$ cat src/rtl/ifu_fetch_ctrl_pkg.sv
// Shared types and constants for the IF-stage fetch controller.
// Holds the FSM encoding, reset PC default and bus response codes.
package ifu_fetch_ctrl_pkg;

    localparam int XLEN = 32;

    localparam logic [XLEN-1:0] RESET_PC_DEF = 32'h8000_0000;
    localparam logic [XLEN-1:0] ALIGN_MASK   = 32'hFFFF_FFFC;
    localparam logic [XLEN-1:0] INST_BYTES   = 32'd4;

    localparam logic [1:0] RESP_OKAY = 2'b00;

    typedef enum logic [1:0] {
        IDLE = 2'd0,
        REQ  = 2'd1,
        WAIT = 2'd2,
        HOLD = 2'd3
    } fetch_state_e;

    function automatic logic [XLEN-1:0] pc_next(input logic [XLEN-1:0] pc);
        return pc + INST_BYTES;
    endfunction

endpackage

$ cat src/rtl/ifu_fetch_ctrl_if.sv
// Fetch controller bundle: redirect inputs, instruction read port
// and the IF/ID presentation handshake.
interface ifu_fetch_ctrl_if;
    import ifu_fetch_ctrl_pkg::*;

    logic            trap_redir_valid;
    logic [XLEN-1:0] trap_redir_pc;
    logic            br_redir_valid;
    logic [XLEN-1:0] br_redir_pc;

    logic            inst_ar_valid;
    logic [XLEN-1:0] inst_ar_addr;
    logic            inst_ar_ready;
    logic            inst_r_valid;
    logic [XLEN-1:0] inst_r_data;
    logic [1:0]      inst_r_resp;
    logic            inst_r_ready;

    logic            if_valid;
    logic [XLEN-1:0] if_pc;
    logic [XLEN-1:0] if_inst;
    logic            if_fault;
    logic            if_ready;

    modport master (
        input  trap_redir_valid,
        input  trap_redir_pc,
        input  br_redir_valid,
        input  br_redir_pc,
        output inst_ar_valid,
        output inst_ar_addr,
        input  inst_ar_ready,
        input  inst_r_valid,
        input  inst_r_data,
        input  inst_r_resp,
        output inst_r_ready,
        output if_valid,
        output if_pc,
        output if_inst,
        output if_fault,
        input  if_ready
    );

    modport slave (
        output trap_redir_valid,
        output trap_redir_pc,
        output br_redir_valid,
        output br_redir_pc,
        input  inst_ar_valid,
        input  inst_ar_addr,
        output inst_ar_ready,
        output inst_r_valid,
        output inst_r_data,
        output inst_r_resp,
        input  inst_r_ready,
        input  if_valid,
        input  if_pc,
        input  if_inst,
        input  if_fault,
        output if_ready
    );

endinterface

$ cat src/rtl/ifu_fetch_ctrl_redir_arb.sv
// Redirect source select: trap/mret outranks branch/jump.
// Targets are word aligned here so the FSM only ever sees legal PCs.
module ifu_fetch_ctrl_redir_arb
    import ifu_fetch_ctrl_pkg::*;
(
    input  logic            trap_valid_i,
    input  logic [XLEN-1:0] trap_pc_i,
    input  logic            br_valid_i,
    input  logic [XLEN-1:0] br_pc_i,
    output logic            redir_valid_o,
    output logic [XLEN-1:0] redir_pc_o
);

    logic [XLEN-1:0] sel_pc;

    always_comb begin
        sel_pc = br_pc_i;
        if (trap_valid_i) begin
            sel_pc = trap_pc_i;
        end
        redir_valid_o = trap_valid_i | br_valid_i;
        redir_pc_o    = sel_pc & ALIGN_MASK;
    end

endmodule

$ cat src/rtl/ifu_fetch_ctrl.sv
// IF-stage fetch sequencer: single-outstanding instruction reads,
// redirect squash and a one-entry hold buffer toward IF/ID.
module ifu_fetch_ctrl
    import ifu_fetch_ctrl_pkg::*;
#(
    parameter logic [XLEN-1:0] RESET_PC = RESET_PC_DEF
) (
    input logic             clk,
    input logic             rst_n,
    ifu_fetch_ctrl_if.master bus
);

    fetch_state_e    state_q, state_d;
    logic [XLEN-1:0] fetch_pc_q, fetch_pc_d;
    logic            pend_valid_q, pend_valid_d;
    logic [XLEN-1:0] pend_pc_q, pend_pc_d;
    logic            kill_q, kill_d;
    logic [XLEN-1:0] buf_pc_q, buf_pc_d;
    logic [XLEN-1:0] buf_inst_q, buf_inst_d;
    logic            buf_fault_q, buf_fault_d;

    logic            redir_valid;
    logic [XLEN-1:0] redir_pc;
    logic            ar_fire;

    ifu_fetch_ctrl_redir_arb u_redir_arb (
        .trap_valid_i  (bus.trap_redir_valid),
        .trap_pc_i     (bus.trap_redir_pc),
        .br_valid_i    (bus.br_redir_valid),
        .br_pc_i       (bus.br_redir_pc),
        .redir_valid_o (redir_valid),
        .redir_pc_o    (redir_pc)
    );

    assign ar_fire = (state_q == REQ) && bus.inst_ar_ready;

    assign bus.inst_ar_valid = (state_q == REQ);
    assign bus.inst_ar_addr  = fetch_pc_q;
    assign bus.inst_r_ready  = (state_q == WAIT);
    assign bus.if_valid      = (state_q == HOLD);
    assign bus.if_pc         = buf_pc_q;
    assign bus.if_inst       = buf_inst_q;
    assign bus.if_fault      = buf_fault_q;

    always_comb begin
        state_d      = state_q;
        fetch_pc_d   = fetch_pc_q;
        pend_valid_d = pend_valid_q;
        pend_pc_d    = pend_pc_q;
        kill_d       = kill_q;
        buf_pc_d     = buf_pc_q;
        buf_inst_d   = buf_inst_q;
        buf_fault_d  = buf_fault_q;

        unique case (state_q)
            IDLE: begin
                state_d = REQ;
                if (redir_valid) begin
                    fetch_pc_d = redir_pc;
                end
            end
            REQ: begin
                // The address cannot be retracted, so a redirect here
                // only marks the in-flight read for discard.
                if (ar_fire) begin
                    state_d      = WAIT;
                    pend_valid_d = 1'b0;
                    if (redir_valid) begin
                        kill_d     = 1'b1;
                        fetch_pc_d = redir_pc;
                    end else if (pend_valid_q) begin
                        kill_d     = 1'b1;
                        fetch_pc_d = pend_pc_q;
                    end
                end else if (redir_valid) begin
                    pend_valid_d = 1'b1;
                    pend_pc_d    = redir_pc;
                end
            end
            WAIT: begin
                if (redir_valid) begin
                    kill_d     = 1'b1;
                    fetch_pc_d = redir_pc;
                end
                if (bus.inst_r_valid) begin
                    if (kill_q || redir_valid) begin
                        state_d = REQ;
                        kill_d  = 1'b0;
                    end else begin
                        state_d     = HOLD;
                        buf_pc_d    = fetch_pc_q;
                        buf_inst_d  = bus.inst_r_data;
                        buf_fault_d = (bus.inst_r_resp != RESP_OKAY);
                    end
                end
            end
            HOLD: begin
                // Redirect beats acceptance; IF/ID flushes on redirect.
                if (redir_valid) begin
                    state_d    = REQ;
                    fetch_pc_d = redir_pc;
                end else if (bus.if_ready) begin
                    state_d    = REQ;
                    fetch_pc_d = pc_next(buf_pc_q);
                end
            end
            default: begin
                state_d = IDLE;
            end
        endcase
    end

    always_ff @(posedge clk or negedge rst_n) begin
        if (!rst_n) begin
            state_q      <= IDLE;
            fetch_pc_q   <= RESET_PC;
            pend_valid_q <= 1'b0;
            pend_pc_q    <= RESET_PC;
            kill_q       <= 1'b0;
            buf_pc_q     <= RESET_PC;
            buf_inst_q   <= '0;
            buf_fault_q  <= 1'b0;
        end else begin
            state_q      <= state_d;
            fetch_pc_q   <= fetch_pc_d;
            pend_valid_q <= pend_valid_d;
            pend_pc_q    <= pend_pc_d;
            kill_q       <= kill_d;
            buf_pc_q     <= buf_pc_d;
            buf_inst_q   <= buf_inst_d;
            buf_fault_q  <= buf_fault_d;
        end
    end

endmodule

$ cat src/flat_wrapper.sv
// flat-port wrapper written by rule: the top's interface ports become plain ports
module ifu_fetch_ctrl_flat import ifu_fetch_ctrl_pkg::*;
#(
    parameter logic [XLEN-1:0] RESET_PC = RESET_PC_DEF
)
  (clk, rst_n, bus_trap_redir_valid, bus_trap_redir_pc, bus_br_redir_valid, bus_br_redir_pc, bus_inst_ar_valid, bus_inst_ar_addr, bus_inst_ar_ready, bus_inst_r_valid, bus_inst_r_data, bus_inst_r_resp, bus_inst_r_ready, bus_if_valid, bus_if_pc, bus_if_inst, bus_if_fault, bus_if_ready);
  ifu_fetch_ctrl_if bus_i ();
  input logic clk;
  input logic rst_n;
  input wire logic [$bits(bus_i.trap_redir_valid)-1:0] bus_trap_redir_valid;
  input wire logic [$bits(bus_i.trap_redir_pc)-1:0] bus_trap_redir_pc;
  input wire logic [$bits(bus_i.br_redir_valid)-1:0] bus_br_redir_valid;
  input wire logic [$bits(bus_i.br_redir_pc)-1:0] bus_br_redir_pc;
  output wire logic [$bits(bus_i.inst_ar_valid)-1:0] bus_inst_ar_valid;
  output wire logic [$bits(bus_i.inst_ar_addr)-1:0] bus_inst_ar_addr;
  input wire logic [$bits(bus_i.inst_ar_ready)-1:0] bus_inst_ar_ready;
  input wire logic [$bits(bus_i.inst_r_valid)-1:0] bus_inst_r_valid;
  input wire logic [$bits(bus_i.inst_r_data)-1:0] bus_inst_r_data;
  input wire logic [$bits(bus_i.inst_r_resp)-1:0] bus_inst_r_resp;
  output wire logic [$bits(bus_i.inst_r_ready)-1:0] bus_inst_r_ready;
  output wire logic [$bits(bus_i.if_valid)-1:0] bus_if_valid;
  output wire logic [$bits(bus_i.if_pc)-1:0] bus_if_pc;
  output wire logic [$bits(bus_i.if_inst)-1:0] bus_if_inst;
  output wire logic [$bits(bus_i.if_fault)-1:0] bus_if_fault;
  input wire logic [$bits(bus_i.if_ready)-1:0] bus_if_ready;
  assign bus_i.trap_redir_valid = bus_trap_redir_valid;
  assign bus_i.trap_redir_pc = bus_trap_redir_pc;
  assign bus_i.br_redir_valid = bus_br_redir_valid;
  assign bus_i.br_redir_pc = bus_br_redir_pc;
  assign bus_inst_ar_valid = bus_i.inst_ar_valid;
  assign bus_inst_ar_addr = bus_i.inst_ar_addr;
  assign bus_i.inst_ar_ready = bus_inst_ar_ready;
  assign bus_i.inst_r_valid = bus_inst_r_valid;
  assign bus_i.inst_r_data = bus_inst_r_data;
  assign bus_i.inst_r_resp = bus_inst_r_resp;
  assign bus_inst_r_ready = bus_i.inst_r_ready;
  assign bus_if_valid = bus_i.if_valid;
  assign bus_if_pc = bus_i.if_pc;
  assign bus_if_inst = bus_i.if_inst;
  assign bus_if_fault = bus_i.if_fault;
  assign bus_i.if_ready = bus_if_ready;
  ifu_fetch_ctrl #(.RESET_PC(RESET_PC)) u_core (.clk(clk), .rst_n(rst_n), .bus(bus_i));
endmodule
$ cat config.mk
export PLATFORM = sky130hd
export DESIGN_NAME = ifu_fetch_ctrl_flat
export DESIGN_NICKNAME = d
export VERILOG_FILES = /design/src/rtl/ifu_fetch_ctrl_pkg.sv /design/src/rtl/ifu_fetch_ctrl_if.sv /design/src/rtl/ifu_fetch_ctrl_redir_arb.sv /design/src/rtl/ifu_fetch_ctrl.sv /design/src/flat_wrapper.sv
export SDC_FILE = /design/constraint.sdc
export NUM_CORES = 1
export LEC_CHECK = 0
export CORE_ASPECT_RATIO = 0.75
export CORE_MARGIN = 10
export CORE_UTILIZATION = 51
export CTS_BUF_LIST = sky130_fd_sc_hd__clkbuf_8
export DETAILED_ROUTE_END_ITERATION = 10
export PLACE_DENSITY = 0.95
export SETUP_SLACK_MARGIN = 0.4
export SLEW_MARGIN = 10
export SYNTH_ARGS = -nofsm -noshare
export SYNTH_HDL_FRONTEND = slang
export SYNTH_HIERARCHICAL = 1
export SYNTH_SLANG_ARGS = --single-unit
export TNS_END_PERCENT = 100
$ cat constraint.sdc
create_clock -name clk -period 5.4 [get_ports clk]
set_clock_uncertainty 0.1 [all_clocks]
set_input_delay 1.08 -clock clk [delete_from_list [all_inputs] [get_ports clk]]
set_output_delay 1.08 -clock clk [all_outputs]
set_load 0.02 [all_outputs]
==> impl_metrics.env <==
export IMPL_area_growth_pct=34.91
export IMPL_rows=37
export IMPL_setup_viol=0
export IMPL_die_height_um=121.6
export IMPL_r2r_slack_ps=2230
export IMPL_cts_tree="built"
export IMPL_netlist_area_um2=7020
export IMPL_clkSlewWorstSetupHoldPaths_ps=70
export IMPL_ys_seq_elements=133
export IMPL_critPathArrivalTime_ps=4290
export IMPL_synth_edf_count=0
export IMPL_p_int_mw=2.698
export IMPL_setup_tns_ps=0
export IMPL_drtPass1Iterations=5
export IMPL_yosys_area_top_type="dfrtp_1"
export IMPL_postLayoutSetupSlackWorst_ps=1339
export IMPL_cts_buffers=17
export IMPL_clkLatencyLatePin_ps=440
export IMPL_peakVddDrop_uv=290.0
export IMPL_hp_class="flop to flop"
export IMPL_grt_max_degree=107
export IMPL_top_usage_layer="met2"
export IMPL_nNetsFinal=910
export IMPL_cap_violations=0
export IMPL_final_util_pct=69.59
export IMPL_final_antenna_net_count=0
export IMPL_max_slew_margin_rel_pct=13.36
export IMPL_yosysUniqueCellTypes=62
export IMPL_grt_pass1_vias=6123
export IMPL_grt_overflow_total=0
export IMPL_post_route_period_util_pct=75.21
export IMPL_dr_first_iter_drc_count=628
export IMPL_tightest_slew_ps=1289
export IMPL_powerDensity_nw_per_um2=465.5
export IMPL_globalRouteMet3Util_pct=8.063
export IMPL_synth_ff_type="dfrtp_1"
export IMPL_p_leak_nw=4.016
export IMPL_use_met2_pct=34.18
export IMPL_routed_wl_um=20840
export IMPL_pwr_share_clk_pct=17.6
export IMPL_cts_root_buffer="clkbuf_8"
export IMPL_synth_compound_area_share_pct=12.83
export IMPL_start_kind="input port"
export IMPL_layout_min_cycle_time_ps=4061
export IMPL_endpoint_kind="flop"
export IMPL_yosys_area_share_adder_pct=1.069
export IMPL_antenna_found_initial=0
export IMPL_seqPwrFrac_pct=36.9
export IMPL_hold_viol_final=0
export IMPL_dpl_worst_slack_ps=1033
export IMPL_synth_top_family_by_area="multiplexers"
export IMPL_synth_top_area_share_pct=46.34
export IMPL_drive_gt1_share_pct=22.41
export IMPL_synthArstFlopShare_pct=100.0
export IMPL_route_detailed_drc=0
export IMPL_dp_hpwl_um=14560
export IMPL_rsz0062_at_grt="no"
export IMPL_wl_per_cell_um=21.11
export IMPL_max_freq_mhz=246.2
export IMPL_cts_sinks=133
export IMPL_synth_area_mux_share_pct=22.55
export IMPL_grt_usage_pct=21.35
export IMPL_synth_xor_xnor_area_share_pct=1.871
export IMPL_critical_path_class="input port to flop"
export IMPL_grt_use_met1_pct=26.76
export IMPL_cts_setup_buffers=0
export IMPL_p_sw_share_pct=38.82
export IMPL_placement_io_buffers=200
export IMPL_required_ps=5620
export IMPL_p_sw_mw=1.712
export IMPL_ys_top_cells_by_count="dfrtp_1 (130), mux2_2 (129), clkbuf_1 (33)"
export IMPL_die_w_um=155.5
export IMPL_die_area_um2=18910
export IMPL_diodes=0
export IMPL_core_area_um2=13610
export IMPL_status="finished clean"
export IMPL_gp_congestion=0.8363
export IMPL_htree_num_levels=4
export IMPL_synth_simple_area_share_pct=10.57
export IMPL_avgSynthCellArea_um2=11.43
export IMPL_ys_warn_count=6
export IMPL_pin_count=205
export IMPL_cts_repair_resized=0
export IMPL_cts_hold_buffers=0
export IMPL_critPathMaxFanout=26
export IMPL_slew_violations=0
export IMPL_vias_per_cell=6.025
export IMPL_yosysMostFrequentCell="dfrtp_1"
export IMPL_grt_pass1_wl_um=32710
export IMPL_synth_area_leaders="dfrtp_1 (46%), mux2_2 (21%), a221oi_1 (2.0%)"
export IMPL_synth_cells=614
export IMPL_p_comb_share_pct=45.5
export IMPL_vias=5947
export IMPL_start_util_pct=51.58
export IMPL_p_total_mw=4.409
export IMPL_cts_buffer_depth=2
export IMPL_ys_seq_area_share_pct=47.46
==> flip-flops by register name (all words and copies together) (netlist names) <==
| register | count |
|---|---|
| u_core/bus.if_inst | 32 |
| u_core/pend_pc_q | 32 |
| u_core/bus.if_pc | 32 |
| u_core/pend_valid_q | 1 |
| u_core/state_q | 2 |
| u_core/bus.if_fault | 1 |
| u_core/kill_q | 1 |
| u_core/bus.inst_ar_addr | 32 |
==> final cells by class <==
class,instances,area (um^2)
fillers,973,4139
multi-input cells,428,3453
flip-flops and latches,133,3332
repair buffers,208,2063
clock buffers,21,289.0
well taps,175,219.0
clock inverters,11,73.82
inverters,11,41.29
==> routing by layer <==
metal	share of wire (%)	wire length [um]
met2	47	9891
met5	0	0
met4	1.1	236
met3	11	2255
met1	41	8456
==> worst paths after layout <==
kind | start | end | cells after the start
max | bus_br_redir_valid | u_core/bus.inst_ar_addr[12]$_DFFE_PN0P_ | 7
max reg2reg | u_core/state_q[0]$_DFFE_PN0P_ | u_core/bus.inst_ar_addr[12]$_DFFE_PN0P_ | 6
min reg2reg | u_core/pend_pc_q[30]$_DFFE_PN0P_ | u_core/pend_pc_q[30]$_DFFE_PN0P_ | 1
min | u_core/pend_pc_q[30]$_DFFE_PN0P_ | u_core/pend_pc_q[30]$_DFFE_PN0P_ | 1
max in group asynchronous | rst_n | u_core/pend_pc_q[27]$_DFFE_PN0P_ | 2
min in group asynchronous | rst_n | u_core/bus.inst_ar_addr[13]$_DFFE_PN0P_ | 1
==> logic make-up after synthesis <==
logic type,Yosys count
multiplexers,142
AND/OR/NAND/NOR,136
flip-flops,133
AO/OA/AOI/OAI,127
buffers and inverters,54
XOR/XNOR,15
adder cells (fa/ha/maj),6
other,1
==> metrics by stage <==
step,instance area (um^2),std cells,hold WS (ps)
3_3_place_gp,9109,955,378.7
6_report,9472,987,402.6
4_1_cts,9472,987,403.2
2_1_floorplan,7024,615,371.1
5_1_grt,9472,987,409.6
3_5_place_dp,9109,955,387.5
==> power groups by stage <==
stage               Sequential [mW]  Combinational (mW)  Clock [mW]
detailed placement             1.64                1.99           0
CTS                            1.62                2.00       0.795
finish                         1.63                2.01       0.776
global placement               1.61                1.94           0
floorplan                      1.82               0.947           0
global route                   1.67                2.15       0.835
==> layout by cell type, fill, tap and decap left out, drive strengths merged, types with 9 or more instances in the layout <==
cell type,n
nand2,32
clkdlybuf4s50,199
buf,9
o21ai,28
nand4,9
nand3,10
a221oi,18
mux2,129
dfrtp,130
nor2,31
mux2i,13
a31oi,10
xnor2,10
a21oi,16
clkbuf,21
inv,18
a211oi,9
==> worst max-delay path, cell delays in order <==
cell             delay [ps]
clkdlybuf4s50_1         470
or2_2                   510
nand2b_1                500
o22ai_1                 450
or2_1                   910
a21oi_1                 110
a22o_1                  240
Power figures use the tool's default switching activity.
